$ cat src/rtl/ysyx_23060332_mem_arbiter.sv
// ysyx_23060332_mem_arbiter
// Shares the single data-memory port between the IFU (read-only fetch) and
// the LSU (loads/stores). One transaction at a time walks IDLE -> REQ ->
// WAIT -> RESP. Requesters are picked round-robin. A response timeout turns
// a hung memory into an error response.
//
// Ports:
//   clk, rst                   clock, synchronous active-high reset
//   ifu_valid/addr             IFU read request
//   ifu_ready                  IFU request accepted (combinational, IDLE only)
//   ifu_rvalid/rdata/err       one-cycle IFU response
//   lsu_valid/wen/addr/wdata/wmask   LSU request
//   lsu_ready                  LSU request accepted (combinational, IDLE only)
//   lsu_rvalid/rdata/err       one-cycle LSU response (rdata is 0 for writes)
//   m_valid/ready/wen/addr/wdata/wmask   downstream request channel
//   m_rvalid/rdata             downstream response channel
module ysyx_23060332_mem_arbiter #(
    parameter int unsigned ADDR_W  = 32,
    parameter int unsigned DATA_W  = 32,
    parameter int unsigned MASK_W  = 8,
    parameter int unsigned TIMEOUT = 255
) (
    input  logic              clk,
    input  logic              rst,
    input  logic              ifu_valid,
    input  logic [ADDR_W-1:0] ifu_addr,
    output logic              ifu_ready,
    output logic              ifu_rvalid,
    output logic [DATA_W-1:0] ifu_rdata,
    output logic              ifu_err,
    input  logic              lsu_valid,
    input  logic              lsu_wen,
    input  logic [ADDR_W-1:0] lsu_addr,
    input  logic [DATA_W-1:0] lsu_wdata,
    input  logic [MASK_W-1:0] lsu_wmask,
    output logic              lsu_ready,
    output logic              lsu_rvalid,
    output logic [DATA_W-1:0] lsu_rdata,
    output logic              lsu_err,
    output logic              m_valid,
    input  logic              m_ready,
    output logic              m_wen,
    output logic [ADDR_W-1:0] m_addr,
    output logic [DATA_W-1:0] m_wdata,
    output logic [MASK_W-1:0] m_wmask,
    input  logic              m_rvalid,
    input  logic [DATA_W-1:0] m_rdata
);

    // Counter must hold the value TIMEOUT itself; keep one bit when disabled.
    localparam int unsigned CNT_W = (TIMEOUT > 0) ? $clog2(TIMEOUT + 1) : 1;

    typedef enum logic [1:0] {
        S_IDLE,
        S_REQ,
        S_WAIT,
        S_RESP
    } state_t;

    typedef enum logic {
        SRC_IFU,
        SRC_LSU
    } src_t;

    typedef struct packed {
        logic              wen;
        logic [ADDR_W-1:0] addr;
        logic [DATA_W-1:0] wdata;
        logic [MASK_W-1:0] wmask;
    } req_t;

    state_t           state;
    src_t             owner;
    src_t             last_grant;
    req_t             pend_req;
    logic [CNT_W-1:0] cnt;

    logic              grant_ifu;
    logic              grant_lsu;
    logic              resp_timeout;
    logic [DATA_W-1:0] resp_data;

    // Round-robin pick; only offered in IDLE and never while reset is held.
    always_comb begin
        grant_ifu = 1'b0;
        grant_lsu = 1'b0;
        if (!rst && state == S_IDLE) begin
            if (ifu_valid && lsu_valid) begin
                grant_ifu = (last_grant == SRC_LSU);
                grant_lsu = (last_grant == SRC_IFU);
            end else begin
                grant_ifu = ifu_valid;
                grant_lsu = lsu_valid;
            end
        end
    end

    assign ifu_ready = grant_ifu;
    assign lsu_ready = grant_lsu;

    // A real response in the same cycle as the limit wins over the timeout.
    always_comb begin
        resp_timeout = (TIMEOUT != 0) && (cnt == CNT_W'(TIMEOUT)) && !m_rvalid;
        resp_data    = (m_rvalid && !pend_req.wen) ? m_rdata : '0;
    end

    assign m_wen   = pend_req.wen;
    assign m_addr  = pend_req.addr;
    assign m_wdata = pend_req.wdata;
    assign m_wmask = pend_req.wmask;

    // Transaction sequencer with registered outputs.
    always_ff @(posedge clk) begin
        if (rst) begin
            state      <= S_IDLE;
            owner      <= SRC_IFU;
            last_grant <= SRC_IFU;
            pend_req   <= '0;
            cnt        <= '0;
            m_valid    <= 1'b0;
            ifu_rvalid <= 1'b0;
            ifu_rdata  <= '0;
            ifu_err    <= 1'b0;
            lsu_rvalid <= 1'b0;
            lsu_rdata  <= '0;
            lsu_err    <= 1'b0;
        end else begin
            // Response strobes live for a single cycle.
            ifu_rvalid <= 1'b0;
            ifu_rdata  <= '0;
            ifu_err    <= 1'b0;
            lsu_rvalid <= 1'b0;
            lsu_rdata  <= '0;
            lsu_err    <= 1'b0;

            case (state)
                S_IDLE: begin
                    if (grant_ifu) begin
                        pend_req.wen   <= 1'b0;
                        pend_req.addr  <= ifu_addr;
                        pend_req.wdata <= '0;
                        pend_req.wmask <= '0;
                        owner          <= SRC_IFU;
                        last_grant     <= SRC_IFU;
                        m_valid        <= 1'b1;
                        state          <= S_REQ;
                    end else if (grant_lsu) begin
                        pend_req.wen   <= lsu_wen;
                        pend_req.addr  <= lsu_addr;
                        pend_req.wdata <= lsu_wdata;
                        pend_req.wmask <= lsu_wmask;
                        owner          <= SRC_LSU;
                        last_grant     <= SRC_LSU;
                        m_valid        <= 1'b1;
                        state          <= S_REQ;
                    end
                end

                S_REQ: begin
                    if (m_ready) begin
                        m_valid <= 1'b0;
                        cnt     <= '0;
                        state   <= S_WAIT;
                    end
                end

                S_WAIT: begin
                    if (m_rvalid || resp_timeout) begin
                        state <= S_RESP;
                        if (owner == SRC_IFU) begin
                            ifu_rvalid <= 1'b1;
                            ifu_rdata  <= resp_data;
                            ifu_err    <= resp_timeout;
                        end else begin
                            lsu_rvalid <= 1'b1;
                            lsu_rdata  <= resp_data;
                            lsu_err    <= resp_timeout;
                        end
                    end else begin
                        cnt <= cnt + CNT_W'(1);
                    end
                end

                S_RESP: begin
                    state <= S_IDLE;
                end

                default: begin
                    state <= S_IDLE;
                end
            endcase
        end
    end

endmodule

$ cat config.mk
export PLATFORM = sky130hd
export DESIGN_NAME = ysyx_23060332_mem_arbiter
export DESIGN_NICKNAME = d
export VERILOG_FILES = /design/src/rtl/ysyx_23060332_mem_arbiter.sv
export SDC_FILE = /design/constraint.sdc
export NUM_CORES = 1
export LEC_CHECK = 0
export CORE_ASPECT_RATIO = 0.75
export CORE_MARGIN = 4
export CORE_UTILIZATION = 39
export CTS_CLUSTER_DIAMETER = 50
export CTS_CLUSTER_SIZE = 12
export DETAILED_ROUTE_END_ITERATION = 6
export GPL_TIMING_DRIVEN = 0
export MAX_ROUTING_LAYER = met4
export PLACE_DENSITY = 0.9
export SYNTH_ARGS = -nofsm -noshare
export SYNTH_HDL_FRONTEND = slang
export SYNTH_SLANG_ARGS = --single-unit
$ cat constraint.sdc
create_clock -name clk -period 2.3 [get_ports clk]
set_clock_uncertainty 0.2 [all_clocks]
set_input_delay 0.46 -clock clk [delete_from_list [all_inputs] [get_ports clk]]
set_output_delay 0.46 -clock clk [all_outputs]
set_load 0.05 [all_outputs]
Yosys cells after proc, flatten, opt, wreduce, memory -nomap -nowiden. Index checks and enable logic that the tools add are counted.

$add $sub $neg: 1. Equality and inequality tests: 8. Mux-type cells: 22. Bitwise operators: 3. Reduce and logical (&&, ||, !) cells: 19.

Operators by type and width (count): two-way mux 73 bit (2); two-way mux 32 bit (1); two-way mux 8 bit (2); one-hot mux 8 bit (2 select lines) (1); two-way mux 1 bit (10); AND reduction 3 bit (3); adder 8 x 1 -> 8 bit, second input constant (1); equality test 8 bit, second input constant (1); two-way mux 2 bit (4); one-hot mux 2 bit (4 select lines) (1); OR reduction 4 bit (2); != test 2 bit, second input constant (3); nonzero test 2 bit (3); equality test 2 bit, second input constant (2); logical AND 1 bit (4); logical NOT 1 bit (3); != test 3 bit, second input constant (1); NOT 1 bit (3); OR reduction 3 bit (1); equality test 2 x 1 -> 1 bit, second input constant (1); logical NOT 2 bit (1); one-hot mux 1 bit (2 select lines) (1); AND reduction 2 bit (1); logical OR 1 bit (1).

Bits in registers: 153. Output and inout port bits: 144. Word-level logic and storage cells: 67.

Logic depth before layout (Yosys ltp).
Depth after elaboration: 6. Depth in mapped cells: 8.

Least setup slack after synthesis. Ideal clock, no wire load.

Kind: register to output. From: register state[0]. To: output port lsu_ready. Data arrival time: 1414 ps. Required time: 1640 ps. Slack: 226 ps. Cell stages (with the launch flop): 7. Buffers on the path: 2. Path through: dfxtp_1 inv_1 ha_1 and2b_1 and3_1 clkbuf_1 buf_2.

Longest elaborated chain between the ends: 3.

RTL lines: start: declaration (line 72) `state_t state;`; start signal: assignment (line 115) `state <= S_IDLE;`; start signal: assignment (line 146) `state <= S_REQ;`; start signal: assignment (line 155) `state <= S_REQ;`; logical NOT 2 bit (line 87) `if (!rst && state == S_IDLE) begin`; logical AND 1 bit (line 87); two-way mux 1 bit (line 87); end: declaration (line 36) `output logic lsu_ready,`.

No other way between the ends.

Worst setup path after layout.
From: input port rst. To: output port lsu_ready.

Longest elaborated chain between the ends: 3.

RTL lines: start: declaration (line 24) `input logic rst,`; logical NOT 1 bit (line 87); logical AND 1 bit (line 87); two-way mux 1 bit (line 87).

No other way between the ends.

==> metrics.txt <==
status=finished clean; die span in y=approximately 110 µm; number of max-slew violations in the final report=0; Routed WL=roughly 18000 µm; DR iter-0 viols=between 200 and 300; final hold violation count=0; worst hold path depth=1; die extent in x=143 µm; worst hold start=cnt[7]; syn_area_per_cell=just over 10 µm²; Synth cell types=39; Num CTS Buffers=17; IO buf count=286; R2R depth=6; Via density=between 5 and 6; CP Class=primary input to primary output; Global Route Usage Sum=0.226; Final Cycle Share=0.990; top cell type by total area after synthesis=dfxtp_1; n_diodes=0; Async SR Flop Fraction=0; Crit. Startpoint=rst; RSZ-0062 raised after global routing=true; Startpoint Class=primary input; CP Data Arrival Time=roughly 1.6 ns; Final setup violation count=0; hold endpoint=cnt[7]; TritonCTS clock tree=done; post-synthesis adder-cell area fraction=0.00938; flops & latches, synth=around 150; grt ovf=0; die area=about 0.016 mm²; Cell Area, Synth=approximately 0.0053 mm²; DP HPWL=approximately 14000 µm; Synth Flop Type=dfxtp_1; area delta synth->final=69.2%; Final Net Count=~970; power per cell area=between 900 and 1000 mW/mm²; DR vias=between 5k and 6k; compound-gate portion of the synthesized area=0.140; R2R Path End=cnt[4]; max-cap check violation count=0; Worst Hold Class=flip-flop to flip-flop; Clock Sink Count=roughly 150; top cells by area, synth=dfxtp_1 (57%), and3_1 (7.9%), mux2i_1 (6.2%); first-pass GRT wire length=roughly 26000 µm; Total Power=around 8700 µW; synth cell count leaders=dfxtp_1 (153), nor2_1 (77), and3_1 (67); Seq. cell area=0.00307 mm²; core area=roughly 0.013 mm²; Rel. slew slack=0.598; WL/cell=around 18 µm; worst-path fanout max=15; post-route minimum period=~2.3 ns; antenna viol nets, final=0; clk_lat worst skew=slightly above 0.4 ns; simple-gate portion of the synthesized area=0.166; maximum clock path buffer count=2; vias in the first global route=4971; TritonRoute pass-1 iters=4; Rows=36; H-Tree Depth=4; Leak Pwr=0.00366 µW; RR Startpoint=state[0]; layout cells sized above 1=0.0850; Synth top area share=0.574; number of enable flip-flop cells after synthesis=0; largest family of logic cells by synthesized area=simple AND/OR/NAND/NOR gates; fmax=439 MHz; sequential area share after synthesis=0.574; post-synthesis net count=around 660; post-synthesis mux area share=0.0619; antenna violations before repair=0; actual slew at the worst max-slew pin=approximately 0.6 ns; YS warnings=0; Synth Area in XOR/XNOR=0; Initial Util=0.404; CP Capture Type=primary output; # IOs=around 290; # fillers=987; Max IR drop VDD=between 0.0005 and 0.0006 V; Clock Tree Root=clkbuf_16; critical path required time=roughly 1.6 ns; cell with the most instances after synthesis=dfxtp_1; Cells after Synth=between 500 and 600; FF-to-FF setup slack=~0.16 ns; area of the multi-input gates=0.00204 mm²; RD Place Congestion=roughly 0.87; setup TNS=0 ns; largest net degree at the start of global routing=17; # DRC=0; Reg clk slew, reported paths=~0.06 ns
-- worst max-delay path by stage --
stage | to | slack (ns) | cells after the start
3_3_place_gp | lsu_ready | -1.0 | 6
6_report | lsu_ready | 0.02 | 4
4_1_cts | lsu_ready | -0.03 | 5
3_5_place_dp | lsu_ready | -0.99 | 6
5_1_grt | lsu_ready | -0.04 | 5
2_1_floorplan | lsu_ready | 0.23 | 6
-- critical path: stages --
cell	delay, ns
clkdlybuf4s50_1	0.41
and2b_2	0.25
and3_4	0.31
buf_8	0.18
-- metal layers --
metal / track usage / vias up / routed length, µm
met4: 0.0699 / 0 / 257
met5: - / - / 0
met3: 0.0622 / 20 / 1530
li1: - / 2453 / -
met2: 0.395 / 235 / 9130
met1: 0.253 / 2366 / 6860
-- kinds of logic (layout without fill, tap and decap cells) --
| group | count (synthesis) | in the layout |
|---|---|---|
| AND/OR/NAND/NOR | 172 | 172 |
| flip-flops | 153 | 153 |
| AO/OA/AOI/OAI | 103 | 103 |
| buffers and inverters | 49 | 370 |
| multiplexers | 33 | 33 |
| adder cells (fa/ha/maj) | 4 | 4 |
-- flip-flops by register name, summed over array words and instances, names as in the netlist, 2 cells and up --
register   cells
m_addr        32
m_wdata       32
m_wmask        8
lsu_rdata     32
cnt            8
ifu_rdata     32
state          2
-- layout make-up --
cell class,instances,share of cell area
flip-flops and latches,153,0.339
repair buffers,293,0.326
multi-input cells,312,0.226
clock buffers,19,0.0479
well taps,171,0.0237
plain buffers,39,0.0222
clock inverters,13,0.0123
inverters,6,0.00249
-- report_power, final --
| group | total [µW] | switching (µW) | leakage, µW | internal [µW] |
|---|---|---|---|---|
| Clock | 2550 | 1150 | 0.000247 | 1410 |
| Sequential | 3090 | 155 | 0.00124 | 2940 |
| Combinational | 3090 | 1900 | 0.00217 | 1190 |
-- stage by stage --
| step | worst slack (ns) | hold slack [ns] | util | std cells | cell area (µm²) |
|---|---|---|---|---|---|
| after floorplan | 0.226 | 0.239 | - | 514 | 5340 |
| after global placement | -0.997 | 0.258 | 0.638 | 971 | 8410 |
| after detailed placement | -0.988 | 0.278 | 0.638 | 971 | 8410 |
| after CTS | -0.0341 | 0.289 | 0.685 | 1007 | 9030 |
| after global routing | -0.0362 | 0.295 | 0.684 | 1006 | 9030 |
| final | 0.0227 | 0.288 | 0.684 | 1006 | 9030 |
-- layout by cell type (no fill, tap or decap), types with 2 or more instances in the layout --
cell type	count
nand2_1	7
o21ai_0	4
buf_2	10
dlymetal6s2s_1	7
and3_4	2
clkbuf_16	17
clkbuf_2	4
clkbuf_1	22
a31oi_1	9
a21oi_1	4
nand2b_1	4
buf_4	8
buf_12	3
a22oi_1	41
and3_1	65
ha_1	3
clkdlybuf4s50_1	276
clkinv_4	2
inv_6	3
nor2b_1	3
o21a_1	3
o211ai_1	2
buf_1	2
inv_8	2
nor2_1	77
a211oi_1	33
inv_2	2
dfxtp_1	151
nand3_1	5
nor3_1	2
clkinvlp_4	6
dfxtp_2	2
inv_1	4
mux2i_1	33
-- what timing repair did --
action | 4_1_cts | 5_1_grt
endpoints found under the setup margin | 3 | 24
setup buffers | 6 | 1
hold buffers | 0 | 0
pin swaps | 1 | 1
resized for setup | 32 | 13
Note: power is estimated with default switching activity, not from simulation.
